### src/rtl/msrv32_dmem_access_unit.sv
// rtl/msrv32_dmem_access_unit.sv - data-memory access stage: alignment check, req/ack bus master, load-unit capture
module msrv32_dmem_access_unit #(
    parameter int TIMEOUT_CYCLES = 16,
    parameter int CNT_W          = 8
) (
    input  logic        ms_riscv32_mp_clk_in,
    input  logic        ms_riscv32_mp_rst_in,
    input  logic        req_valid_in,
    output logic        req_ready_out,
    input  logic        req_is_store_in,
    input  logic [31:0] req_addr_in,
    input  logic [31:0] req_wdata_in,
    input  logic [1:0]  req_size_in,
    input  logic        req_unsigned_in,
    input  logic        flush_in,
    output logic        dm_req_out,
    output logic        dm_we_out,
    output logic [31:0] dm_addr_out,
    output logic [31:0] dm_wdata_out,
    output logic [3:0]  dm_wr_mask_out,
    input  logic        dm_ack_in,
    input  logic [31:0] dm_rdata_in,
    output logic [31:0] ms_riscv32_mp_dmdata_out,
    output logic [1:0]  iadder_out_1_to_0_out,
    output logic [1:0]  load_size_out,
    output logic        load_unsigned_out,
    output logic        rsp_valid_out,
    output logic        rsp_is_load_out,
    output logic        misaligned_out,
    output logic        bus_err_out,
    output logic        busy_out
);

    typedef enum logic [1:0] {
        S_IDLE = 2'd0,
        S_REQ  = 2'd1,
        S_RESP = 2'd2
    } state_t;

    localparam logic [CNT_W-1:0] CNT_LAST =
        CNT_W'((TIMEOUT_CYCLES > 0) ? (TIMEOUT_CYCLES - 1) : 0);
    localparam logic TIMEOUT_EN = (TIMEOUT_CYCLES != 0);

    state_t           state_q;
    logic [CNT_W-1:0] cnt_q;
    logic             kill_q;
    logic             is_store_q;

    logic             misaligned_w;
    logic [3:0]       mask_w;
    logic [31:0]      wdata_w;

    assign req_ready_out = (state_q == S_IDLE);
    assign busy_out      = (state_q != S_IDLE);

    assign misaligned_w = ((req_size_in == 2'b01) && req_addr_in[0]) ||
                          (req_size_in[1] && (req_addr_in[1:0] != 2'b00));

    // Store data is replicated across all lanes so the mask alone picks the bytes
    always_comb begin
        mask_w  = 4'b1111;
        wdata_w = req_wdata_in;
        case (req_size_in)
            2'b00: begin
                mask_w  = 4'b0001 << req_addr_in[1:0];
                wdata_w = {4{req_wdata_in[7:0]}};
            end
            2'b01: begin
                mask_w  = req_addr_in[1] ? 4'b1100 : 4'b0011;
                wdata_w = {2{req_wdata_in[15:0]}};
            end
            default: begin
                mask_w  = 4'b1111;
                wdata_w = req_wdata_in;
            end
        endcase
    end

    always_ff @(posedge ms_riscv32_mp_clk_in or negedge ms_riscv32_mp_rst_in) begin
        if (!ms_riscv32_mp_rst_in) begin
            state_q                  <= S_IDLE;
            cnt_q                    <= '0;
            kill_q                   <= 1'b0;
            is_store_q               <= 1'b0;
            dm_req_out               <= 1'b0;
            dm_we_out                <= 1'b0;
            dm_addr_out              <= '0;
            dm_wdata_out             <= '0;
            dm_wr_mask_out           <= '0;
            ms_riscv32_mp_dmdata_out <= '0;
            iadder_out_1_to_0_out    <= '0;
            load_size_out            <= '0;
            load_unsigned_out        <= 1'b0;
            rsp_valid_out            <= 1'b0;
            rsp_is_load_out          <= 1'b0;
            misaligned_out           <= 1'b0;
            bus_err_out              <= 1'b0;
        end else begin
            rsp_valid_out   <= 1'b0;
            rsp_is_load_out <= 1'b0;
            misaligned_out  <= 1'b0;
            bus_err_out     <= 1'b0;
            case (state_q)
                S_IDLE: begin
                    if (req_valid_in && !flush_in) begin
                        if (misaligned_w) begin
                            misaligned_out <= 1'b1;
                        end else begin
                            state_q               <= S_REQ;
                            cnt_q                 <= '0;
                            kill_q                <= 1'b0;
                            is_store_q            <= req_is_store_in;
                            dm_req_out            <= 1'b1;
                            dm_we_out             <= req_is_store_in;
                            dm_addr_out           <= {req_addr_in[31:2], 2'b00};
                            dm_wr_mask_out        <= req_is_store_in ? mask_w : 4'b0000;
                            dm_wdata_out          <= req_is_store_in ? wdata_w : 32'd0;
                            iadder_out_1_to_0_out <= req_addr_in[1:0];
                            load_size_out         <= req_size_in;
                            load_unsigned_out     <= req_unsigned_in;
                        end
                    end
                end
                S_REQ: begin
                    if (flush_in) begin
                        kill_q <= 1'b1;
                    end
                    // Ack is checked before the timeout so a last-cycle ack still completes
                    if (dm_ack_in) begin
                        if (!is_store_q) begin
                            ms_riscv32_mp_dmdata_out <= dm_rdata_in;
                        end
                        dm_req_out      <= 1'b0;
                        dm_we_out       <= 1'b0;
                        state_q         <= S_RESP;
                        rsp_valid_out   <= !(kill_q || flush_in);
                        rsp_is_load_out <= !is_store_q && !(kill_q || flush_in);
                    end else if (TIMEOUT_EN && (cnt_q == CNT_LAST)) begin
                        dm_req_out  <= 1'b0;
                        dm_we_out   <= 1'b0;
                        bus_err_out <= 1'b1;
                        state_q     <= S_IDLE;
                        cnt_q       <= '0;
                        kill_q      <= 1'b0;
                    end else begin
                        cnt_q <= cnt_q + 1'b1;
                    end
                end
                S_RESP: begin
                    state_q <= S_IDLE;
                    cnt_q   <= '0;
                    kill_q  <= 1'b0;
                end
                default: begin
                    state_q <= S_IDLE;
                end
            endcase
        end
    end

endmodule
### config.mk
export PLATFORM = sky130hd
export DESIGN_NAME = msrv32_dmem_access_unit
export DESIGN_NICKNAME = d
export VERILOG_FILES = /design/src/rtl/msrv32_dmem_access_unit.sv
export SDC_FILE = /design/constraint.sdc
export NUM_CORES = 1
export LEC_CHECK = 0
export BUFFER_PORTS_ARGS = -buffer_cell sky130_fd_sc_hd__buf_4
export CELL_PAD_IN_SITES_DETAIL_PLACEMENT = 0
export CELL_PAD_IN_SITES_GLOBAL_PLACEMENT = 1
export CORE_MARGIN = 4
export CORE_UTILIZATION = 35
export CTS_BUF_LIST = sky130_fd_sc_hd__clkbuf_4 sky130_fd_sc_hd__clkbuf_8 sky130_fd_sc_hd__clkbuf_16
export CTS_CLUSTER_SIZE = 20
export DETAILED_ROUTE_END_ITERATION = 8
export PLACE_DENSITY = 0.81
export SKIP_CTS_REPAIR_TIMING = 1
export SLEW_MARGIN = 25
export SYNTH_ARGS = -nofsm -noshare
export SYNTH_HDL_FRONTEND = slang
export SYNTH_SLANG_ARGS = --single-unit
### constraint.sdc
create_clock -name ms_riscv32_mp_clk_in -period 2.4 [get_ports ms_riscv32_mp_clk_in]
set_clock_uncertainty 0.15 [all_clocks]
set_input_delay 0.6 -clock ms_riscv32_mp_clk_in [delete_from_list [all_inputs] [get_ports ms_riscv32_mp_clk_in]]
set_output_delay 0.6 -clock ms_riscv32_mp_clk_in [all_outputs]
set_load 0.05 [all_outputs]
== Yosys cells after proc, flatten, opt, wreduce, memory -nomap -nowiden ==
Cells that the tools add are included.

* Reduce and logical (&&, ||, !) cells: 21
* Shift-type cells: 1
* Add/subtract/negate cells: 1
* Multiplexer cells: 39
* Eq/ne operators: 8
* Bitwise logic cells: 2

{| class="wikitable"
|+ Operators with widths
! operator !! number
|-
| $pmux 32 s2 || 1
|-
| $mux 32 || 1
|-
| $mux 8 || 4
|-
| $pmux 8 s3 || 1
|-
| $mux 1 || 21
|-
| $reduce_and 3->1 || 4
|-
| $add 8x1->8 const B || 1
|-
| $eq 8x4->1 const B || 1
|-
| $mux 2 || 4
|-
| $mux 4 || 2
|-
| $pmux 4 s2 || 1
|-
| $reduce_and 4->1 || 2
|-
| $reduce_bool 2->1 || 3
|-
| $eq 2x1->1 const B || 2
|-
| $logic_and 1x1->1 || 4
|-
| $logic_not 2->1 || 2
|-
| $ne 2x2->1 const B || 2
|-
| $pmux 1 s2 || 2
|-
| $pmux 2 s2 || 1
|-
| $shl 1x2->4 const A || 1
|-
| $logic_not 1->1 || 3
|-
| $ne 3x3->1 const B || 1
|-
| $pmux 1 s3 || 1
|-
| $reduce_bool 3->1 || 1
|-
| other kinds (4) || 6
|}

* Logic and storage cells: 89
* Bits of input ports: 105
* Flip-flop bits (word level): 121

== Depth between registers and ports, before layout ==
* Word-level depth: 6
* Gate-level depth with buffers: 7
* Gate-level depth less buffers: 5

== Least setup slack after synthesis ==
OpenSTA, ideal clock, no wires.

* Kind: reg-to-output
* Start: register state_q[1]
* End: output req_ready_out
* Required time: 1650 ps
* Setup slack: 379 ps
* Arrival: 1271 ps
* Cell stages (with the launch flop): 4
* Cell sequence: dfrtp_1 > buf_6 > or2_2 > inv_1

* Cells in the longest elaborated chain, start to end: 1

{| class="wikitable"
|+ RTL lines
! item !! line !! source
|-
| start: declaration || 44 || <nowiki>state_t state_q;</nowiki>
|-
| start signal: assignment || 81 || <nowiki>state_q <= S_IDLE;</nowiki>
|-
| start signal: assignment || 109 || <nowiki>state_q <= S_REQ;</nowiki>
|-
| start signal: assignment || 135 || <nowiki>state_q <= S_RESP;</nowiki>
|-
| $logic_not 2->1 || 53 || <nowiki>assign req_ready_out = (state_q == S_IDLE);</nowiki>
|-
| end: declaration || 9 || <nowiki>output logic req_ready_out,</nowiki>
|}

No other way between the ends.

== Worst setup path in the final report ==
Ends and elaborated chain as after synthesis.

==> out/metrics.csv <==
stage,metric,value,unit
placed_design,PortBufs,215,
timing,RSZ-0062 raised after global routing,false,
final_layout,fin cells,848,
die,Core ar.,14600,um2
timing,"Hold Vio Cnt, Final",0,
global_route,busiest grt layer,met2,
global_route,met3 usage,0.0626,
routing,drt wl/cell,17.4,um
cts,clock root buffer,clkbuf_16,
routing,DRT Pass-1 Iters,4,
final_layout,Area Growth Syn to Fin,46.7,%
global_route,GRT overflow,0,
setup_path,crit path to,req_ready_out,
final_layout,"commonest non-fill, non-tap cells in the layout","222 x buf_4, 121 x dfrtp_1, 75 x nand2_1",
run,Max Cap Viol,0,
setup_path,Register-to-Register Path Depth,5,
global_route,largest net degree at the start of global routing,85,
logic_synthesis,Mapped Area,5290,um2
global_route,met1 usage,0.201,
routing,Total Wirelength,14.8,mm
cts,"CTS clk-pin slew, worst paths",0.05,ns
timing,Tmin final,2.23,ns
setup_path,Worst Path Required,1.65,ns
timing,part of the cycle the worst path needs,0.931,
setup_path,CP Capture Type,output pin,
die,Die W,131,um
setup_path,R2R Path End,ms_riscv32_mp_dmdata_out[10]$_DFFE_PN0P_,
die,cell row count,44,
routing,Via density,4.81,
cts,CTS buffer count,17,
timing,Achievable Freq,448,MHz
logic_synthesis,synth warn,0,
setup_path,Critical Path AT,1.48,ns
routing,remaining antenna violation count,0,
logic_synthesis,synth unique cells,42,
power,Static Leak,3.90,nW
timing,Max Slew Vio Count,0,
power,worst vdd ir,0.508,mV
timing,WHS,0.0510,ns
cts,TritonCTS clock tree,yes,
logic_synthesis,Synth Register Bits,121,
die,I/O Pins,218,
timing,Slew HR,0.582,
setup_path,Worst Setup SP,state_q[1]$_DFFE_PN0P_,
timing,Post-Route Setup TNS,0,ns
routing,DRC viols,0,
final_layout,fin nets,757,
cts,worst skew pair latency,0.41,ns
status,status,finished clean,
placed_design,post-DP HPWL,11.4,mm
global_route,vias in the first global route,4193,
die,area of the die,17100,um2
setup_path,crit path max fanout,8,
placed_design,RD Place Congestion,0.859,
global_route,gr usage total,0.171,
setup_path,internal reg-to-reg setup slack,0.42,ns
final_layout,layout cell share with drive strength beyond 1,0.497,
power,PnR Total Power,0.00983,W
logic_synthesis,Mapped Cells,429,
setup_path,crit path kind,reg -> out,
logic_synthesis,Synth Area per Inst,12.3,um2
global_route,initial antenna violation count,0,
routing,via count,4082,
setup_path,startpoint types,register,
global_route,first-pass GRT wire length,22.2,mm
final_layout,antenna fix cells,0,
global_route,met2 usage,0.289,
cts,Clock Sinks,121,
die,Die Ht,131,um
routing,initial DRC count,212,
timing,"Setup violations, final",0,
power,total power divided by cell area,1270,nW/um2
cts,H-tree depth,4,
logic_synthesis,register area share after synthesis,0.573,
hold_path,Hold Path Class,in -> async,
cts,Max clock buf depth,2,
die,Initial Utilization,0.361,
timing,Tightest Pin Transition,0.628,ns
setup_path,Critical R2R Launch,state_q[1]$_DFFE_PN0P_,
final_layout,"commonest non-fill, non-tap cell in the layout",buf_4,
placed_design,placed insts,816,
[layer usage]
metal	routed length, um	up-vias
met5	0	-
met1	5990	1964
met2	7370	155
met4	216	0
met3	1180	21
li1	-	1942
[cell type report]
type | count | area [um2]
inverters | 6 | 22.5
clock inverters | 11 | 146
multi-input cells | 278 | 2090
clock buffers | 21 | 468
well taps | 184 | 230
fillers | 1277 | 6890
repair buffers | 227 | 1770
flip-flops and latches | 121 | 3030
[cells by family after synthesis]
family          after synthesis  synth area share
mux                          90             0.210
xor+xnor                      1           0.00166
buf+inv                      31            0.0348
fa+ha+maj                     1           0.00237
simple gates                109            0.0928
compound gates               75            0.0847
flops                       121             0.573
other cells                   1          0.000709
[metrics by stage]
step | instance area [um2] | worst slack, ns | util
2_1_floorplan | 5290 | 0.379 | -
3_3_place_gp | 7140 | 0.317 | 0.487
3_5_place_dp | 7140 | 0.287 | 0.487
4_1_cts | 7750 | 0.127 | 0.529
5_1_grt | 7750 | 0.0970 | 0.529
6_report | 7750 | 0.167 | 0.529
[registers in the layout, summed over array words and instances (netlist names)]
signal                    flops
dm_wdata_out                 32
state_q                       2
ms_riscv32_mp_dmdata_out     32
load_size_out                 2
cnt_q                         8
misaligned_out                1
load_unsigned_out             1
dm_we_out                     1
dm_addr_out                  30
rsp_valid_out                 1
bus_err_out                   1
rsp_is_load_out               1
is_store_q                    1
dm_req_out                    1
dm_wr_mask_out                4
kill_q                        1
iadder_out_1_to_0_out         2
[synthesized netlist by cell type (all sizes together)]
library cell,instances,area [um2]
a211o,1,8.76
nor2,6,27.5
o211ai,3,22.5
nand2,75,282
or2,1,6.26
nor2b,3,18.8
o41ai,1,8.76
o21ai,41,205
dfrtp,121,3030
inv,6,22.5
ha,1,12.5
o221ai,1,8.76
o31ai,16,120
a41oi,1,8.76
a21o,1,7.51
mux2i,24,240
clkbuf,11,41.3
and3,1,6.26
nor4,1,6.26
and2b,1,8.76
nand2b,1,6.26
nor3,2,10.0
mux2,66,871
a31oi,2,12.5
conb,1,3.75
or3,2,12.5
xor2,1,8.76
nor4b,1,23.8
nand3,11,55.1
o21bai,1,7.51
a21oi,6,30.0
nor3b,1,7.51
and2,2,12.5
or4,1,7.51
buf,14,120
a21boi,1,7.51
[worst max-delay path: stages (launching register included)]
cell and delay (ns):
dfrtp_1 0.48, or2_2 0.35, inv_1 0.06, buf_4 0.19
[worst min path at each step]
stage | start | endpoint | slack, ns
after global routing | ms_riscv32_mp_rst_in | ms_riscv32_mp_dmdata_out[2]$_DFFE_PN0P_ | 0.09
after global placement | kill_q$_DFFE_PN0P_ | rsp_valid_out$_DFF_PN0_ | 0.29
after floorplan | ms_riscv32_mp_rst_in | bus_err_out$_DFF_PN0_ | 0.15
final | ms_riscv32_mp_rst_in | ms_riscv32_mp_dmdata_out[2]$_DFFE_PN0P_ | 0.05
after detailed placement | kill_q$_DFFE_PN0P_ | rsp_valid_out$_DFF_PN0_ | 0.30
after CTS | ms_riscv32_mp_rst_in | ms_riscv32_mp_dmdata_out[2]$_DFFE_PN0P_ | 0.06
[power by group]
group          switching, W  total, W  internal (W)
Combinational       0.00279   0.00420       0.00141
Clock              0.000889   0.00259       0.00170
Sequential         0.000377   0.00303       0.00266
(Power assumes the default switching activity.)
